===== src/rtl/bscan_pad_ctrl.sv =====
// Boundary-scan sequencer for NPADS output pads: functional/EXTEST mux plus capture/shift/update chain control.
// Latency: NOP/RELEASE 1 cycle, SAMPLE 2*NPADS+2, SCAN 2*NPADS+3 from acceptance to done.
// Backpressure: cmd_ready is low while busy. Optional abort port pair under `BSCAN_ABORT_EN`.
module bscan_pad_ctrl #(
  parameter int NPADS = 8,
  parameter int CW    = $clog2(2*NPADS)
) (
  input  logic             clk,
  input  logic             rst_n,
`ifdef BSCAN_ABORT_EN
  input  logic             abort,
  output logic             aborted,
`endif
  input  logic             cmd_valid,
  input  logic [1:0]       cmd_op,
  output logic             cmd_ready,
  input  logic             si,
  output logic             so,
  input  logic [NPADS-1:0] func_do,
  input  logic [NPADS-1:0] func_oe,
  input  logic [NPADS-1:0] pad_di,
  output logic [NPADS-1:0] pad_do,
  output logic [NPADS-1:0] pad_oe,
  output logic             extest,
  output logic             busy,
  output logic             done
);

  localparam int CL = 2 * NPADS;

  localparam logic [1:0] OP_NOP     = 2'b00;
  localparam logic [1:0] OP_SCAN    = 2'b01;
  localparam logic [1:0] OP_SAMPLE  = 2'b10;
  localparam logic [1:0] OP_RELEASE = 2'b11;

  typedef enum logic [2:0] {
    S_IDLE,
    S_CAPTURE,
    S_SHIFT,
    S_UPDATE,
    S_FIN
  } state_t;

  state_t           state, state_nxt;
  logic [CL-1:0]    chain, cap_vec;
  logic [CW-1:0]    cnt;
  logic [NPADS-1:0] upd_do, upd_oe;
  logic             extest_q;
  logic             is_scan;
  logic             accept;
  logic             last_shift;
  logic             abort_req;

`ifdef BSCAN_ABORT_EN
  logic aborted_q;

  assign abort_req = abort && (state == S_CAPTURE || state == S_SHIFT);

  // Remembers that this sequence ended early so the flag can pulse with done.
  always_ff @(posedge clk or negedge rst_n) begin
    if (!rst_n) begin
      aborted_q <= 1'b0;
    end else if (abort_req) begin
      aborted_q <= 1'b1;
    end else if (state == S_FIN) begin
      aborted_q <= 1'b0;
    end
  end

  assign aborted = aborted_q && (state == S_FIN);
`else
  assign abort_req = 1'b0;
`endif

  assign cmd_ready  = (state == S_IDLE);
  assign busy       = (state != S_IDLE);
  assign done       = (state == S_FIN);
  assign accept     = cmd_valid && cmd_ready;
  assign last_shift = (cnt == CW'(CL-1));
  assign so         = chain[0];
  assign extest     = extest_q;

  assign pad_do = extest_q ? upd_do : func_do;
  assign pad_oe = extest_q ? upd_oe : func_oe;

  // Capture sees whatever is currently on the pad enables, scan-driven or not.
  always_comb begin
    cap_vec = '0;
    for (int i = 0; i < NPADS; i++) begin
      cap_vec[2*i]   = pad_di[i];
      cap_vec[2*i+1] = pad_oe[i];
    end
  end

  always_comb begin
    state_nxt = state;
    case (state)
      S_IDLE: begin
        if (accept) begin
          case (cmd_op)
            OP_NOP, OP_RELEASE: state_nxt = S_FIN;
            OP_SCAN, OP_SAMPLE: state_nxt = S_CAPTURE;
            default:            state_nxt = S_IDLE;
          endcase
        end
      end
      S_CAPTURE: state_nxt = abort_req ? S_FIN : S_SHIFT;
      S_SHIFT: begin
        if (abort_req) begin
          state_nxt = S_FIN;
        end else if (last_shift) begin
          state_nxt = is_scan ? S_UPDATE : S_FIN;
        end
      end
      S_UPDATE: state_nxt = S_FIN;
      S_FIN:    state_nxt = S_IDLE;
      default:  state_nxt = S_IDLE;
    endcase
  end

  always_ff @(posedge clk or negedge rst_n) begin
    if (!rst_n) begin
      state <= S_IDLE;
    end else begin
      state <= state_nxt;
    end
  end

  always_ff @(posedge clk or negedge rst_n) begin
    if (!rst_n) begin
      chain   <= '0;
      cnt     <= '0;
      is_scan <= 1'b0;
    end else begin
      if (accept) begin
        is_scan <= (cmd_op == OP_SCAN);
      end
      if (state == S_CAPTURE && !abort_req) begin
        chain <= cap_vec;
        cnt   <= '0;
      end else if (state == S_SHIFT && !abort_req) begin
        chain <= {si, chain[CL-1:1]};
        cnt   <= cnt + CW'(1);
      end
    end
  end

  // Update registers and extest move only here, so pads stay still during capture/shift.
  always_ff @(posedge clk or negedge rst_n) begin
    if (!rst_n) begin
      upd_do   <= '0;
      upd_oe   <= '0;
      extest_q <= 1'b0;
    end else if (state == S_UPDATE) begin
      for (int i = 0; i < NPADS; i++) begin
        upd_do[i] <= chain[2*i];
        upd_oe[i] <= chain[2*i+1];
      end
      extest_q <= 1'b1;
    end else if (accept && cmd_op == OP_RELEASE) begin
      extest_q <= 1'b0;
    end
  end

endmodule


===== config.mk =====
export PLATFORM = sky130hd
export DESIGN_NAME = bscan_pad_ctrl
export DESIGN_NICKNAME = d
export VERILOG_FILES = /design/src/rtl/bscan_pad_ctrl.sv
export SDC_FILE = /design/constraint.sdc
export NUM_CORES = 1
export LEC_CHECK = 0
export ABC_AREA = 1
export CAP_MARGIN = 15
export CORE_MARGIN = 2
export CORE_UTILIZATION = 49
export DETAILED_ROUTE_END_ITERATION = 10
export PLACE_DENSITY = 0.83
export SYNTH_ARGS = -nofsm -noshare
export SYNTH_HDL_FRONTEND = slang
export SYNTH_SLANG_ARGS = --single-unit

===== constraint.sdc =====
create_clock -name clk -period 1.4 [get_ports clk]
set_input_delay 0.28 -clock clk [delete_from_list [all_inputs] [get_ports clk]]
set_output_delay 0.28 -clock clk [all_outputs]
set_load 0.005 [all_outputs]

==> flow_metrics.tcl <==
set metrics [dict create \
    cts_max_path_buffers 2 \
    antenna_found_initial 0 \
    cts.sinks 41 \
    ant_nets 0 \
    place_congestion 0.854 \
    grt_usage 0.245 \
    yosysSeqAreaShare 0.490 \
    holdWs_ns 0.432 \
    cts_tree "yes" \
    ys_types 23 \
    synth_seq_cells 41 \
    cts.htree.levels 2 \
    skew_ns 0.00712 \
    hp-class "in -> async" \
    setup_viol 20 \
    rows 23 \
    cts-root-buf "clkbuf_8" \
    synthTopCellsByArea "dfrtp_1 49%, nand2_1 19%, inv_1 5.4%" \
    fin_crit_sh 1.22 \
    drive_above_1_share 0.330 \
    tightest_slew_ns 0.403 \
    drt_iter0_markers 197 \
    dr_total_vias 2167 \
    grt_max_degree 31 \
    leakage_nw 1.75 \
    area_delta_synth_final_pct 56.3 \
    n_antenna_cell 0 \
    die_h_um 69.4 \
    finalWirelength_um 6380 \
    final_util 0.807 \
    p_per_area_nw_per_um2 2250 \
    layout.cells.non_filler 414 \
    crit_path_end_kind "primary output" \
    portBuffers 50 \
    routedWlPerCell_um 15.4 \
    grt_setup_unrepaired "yes" \
    setup_ws_ns -0.314 \
    layout.nets 396 \
    dieArea_um2 4810 \
    synth.top_cell.area_share 0.490 \
    critPathArrivalTime_ns 1.43 \
    fmax_mhz 584 \
    post_drt_via_cell_ratio 5.23 \
    synth_most_common_cell "nand2_1" \
    hpwlAfterDp_um 3470 \
    start_kind "flip-flop" \
    maxSlewViolCount 0 \
    drtPass1Iterations 5 \
    max_slew_margin 0.732 \
    syn_avg_cell_area_um2 7.76 \
    syn-num-nets 303 \
    netlist_instances 270 \
    grt_overflow 0 \
    grt_pass1_wl_um 9400 \
    max-vdd-ir-drop_v 0.000987 \
    grt_pass1_vias 2080 \
    synth-warning-count 0 \
    start_util 0.516 \
    path_max_fanout 6 \
    placedCellCount 382 \
    synth_edf_count 0 \
    synth_top_area_cell "dfrtp_1" \
    outcome "finished with violations" \
    tns_ns -4.21 \
    drcViolationCount 0 \
    io-pin-count 51 \
    hold_violations 0 \
    design.core.area_um2 4060 \
    synthFlopType "dfrtp_1" \
    cap_violations 0 \
    fin_crit_ns 1.71 \
    netlist_area_um2 2090 \
    violations "setup timing" \
    cts_buffers 5 \
    insertion_delay_ns 0.30 \
    fillCellCount 231 \
    crit_type "reg -> out" \
    clkSlewWorstSetupHoldPaths_ns 0.08 \
    die_w_um 69.4 \
    worstPathRequired_ns 1.12 \
    async_reset_ff_frac 1.00 \
    synth_common_cells "104 x nand2_1, 41 x dfrtp_1, 30 x inv_1" \
]
report_power, final:
part	internal, mW	switching [mW]	leakage (nW)	total [mW]
sequential	1.71	0.351	0.519	2.06
clock	0.346	0.419	0.0450	0.764
combinational	2.27	2.28	1.18	4.55
cells in the final DEF, fill, tap and decap left out, types with 2 or more instances in the layout:
cell type and count:
ha_1 3, nor2_2 2, dfrtp_1 40, buf_12 3
a21oi_1 4, or2_2 3, nor2_1 8, buf_8 2
buf_6 22, o21ai_2 2, nor3_2 2, clkbuf_8 5
mux2_4 3, o21ai_0 6, inv_1 28, mux2_2 5
nand2_4 7, dlygate4sd2_1 2, nand3_1 18, o21ai_4 5
clkinv_2 2, buf_2 11, o21ai_1 12, inv_2 7
buf_4 25, nand2_2 7, clkdlybuf4s50_1 28, nand2_1 91
layout make-up:
class	instances	area, um^2	area share
multi-input cells	183	1050	0.319
flip-flops and latches	41	1030	0.314
repair buffers	96	918	0.280
inverters	36	138	0.0420
clock buffers	6	72.6	0.0222
well taps	50	62.6	0.0191
clock inverters	2	10.0	0.00306
what timing repair did:
item | CTS | global route
gates resized for setup | 110 | 40
cloned | 1 | 1
hold buffers | 1 | 0
buffers inserted | 22 | 4
hold endpoints to repair | 16 | 0
pin swaps | 11 | 11
setup endpoints to repair | 26 | 33
registers in the layout, indices dropped and copies added (netlist names):
register / cells
chain: 16
upd_do: 8
upd_oe: 8
extest: 1
state: 3
is_scan: 1
cnt: 4
critical path, stage by stage (launching register included):
cell,delay [ns]
dfrtp_2,0.46
buf_6,0.15
buf_6,0.11
mux2_4,0.29
buf_6,0.12
per-stage QoR:
stage                     setup slack [ns]  cell area (um^2)  total power, mW
after floorplan                     0.0194              2090             3.77
after global placement              -0.364              2790             5.16
after detailed placement            -0.388              2790             5.27
after CTS                           -0.314              3100             6.64
after global routing                -0.341              3270             7.85
final                               -0.314              3270             7.37
cell families (layout without fill, tap and decap cells):
kind of cell | after synthesis | after routing | synth area share
DFF | 41 | 41 | 0.490
AOI/OAI and AO/OA | 29 | 29 | 0.0693
muxes | 8 | 8 | 0.0430
buffers and inverters | 46 | 140 | 0.0914
adders and majority gates | 3 | 3 | 0.0179
xor gates and xnor gates | 1 | 1 | 0.00418
and+or+nand+nor | 142 | 142 | 0.284
final timing paths:
check | startpoint | endpoint | slack [ns] | cells after the start
max | extest | pad_do[1] | -0.31 | 4
min | rst_n | upd_do[5] | 0.43 | 2
max reg2reg | extest | chain[1] | -0.06 | 10
min reg2reg | chain[12] | chain[12] | 0.48 | 2
max in group asynchronous | rst_n | upd_oe[0] | 0.42 | 3
min in group clk | chain[12] | chain[12] | 0.48 | 2
routing by layer:
metal | up-vias | wire length, um | global-route usage
li1 | 1025 | - | -
met1 | 1033 | 2510 | 0.298
met2 | 89 | 3300 | 0.421
met3 | 20 | 370 | 0.0567
met4 | 0 | 200 | 0.0959
met5 | - | 0 | 0
Note: power is estimated with default switching activity, not from simulation.
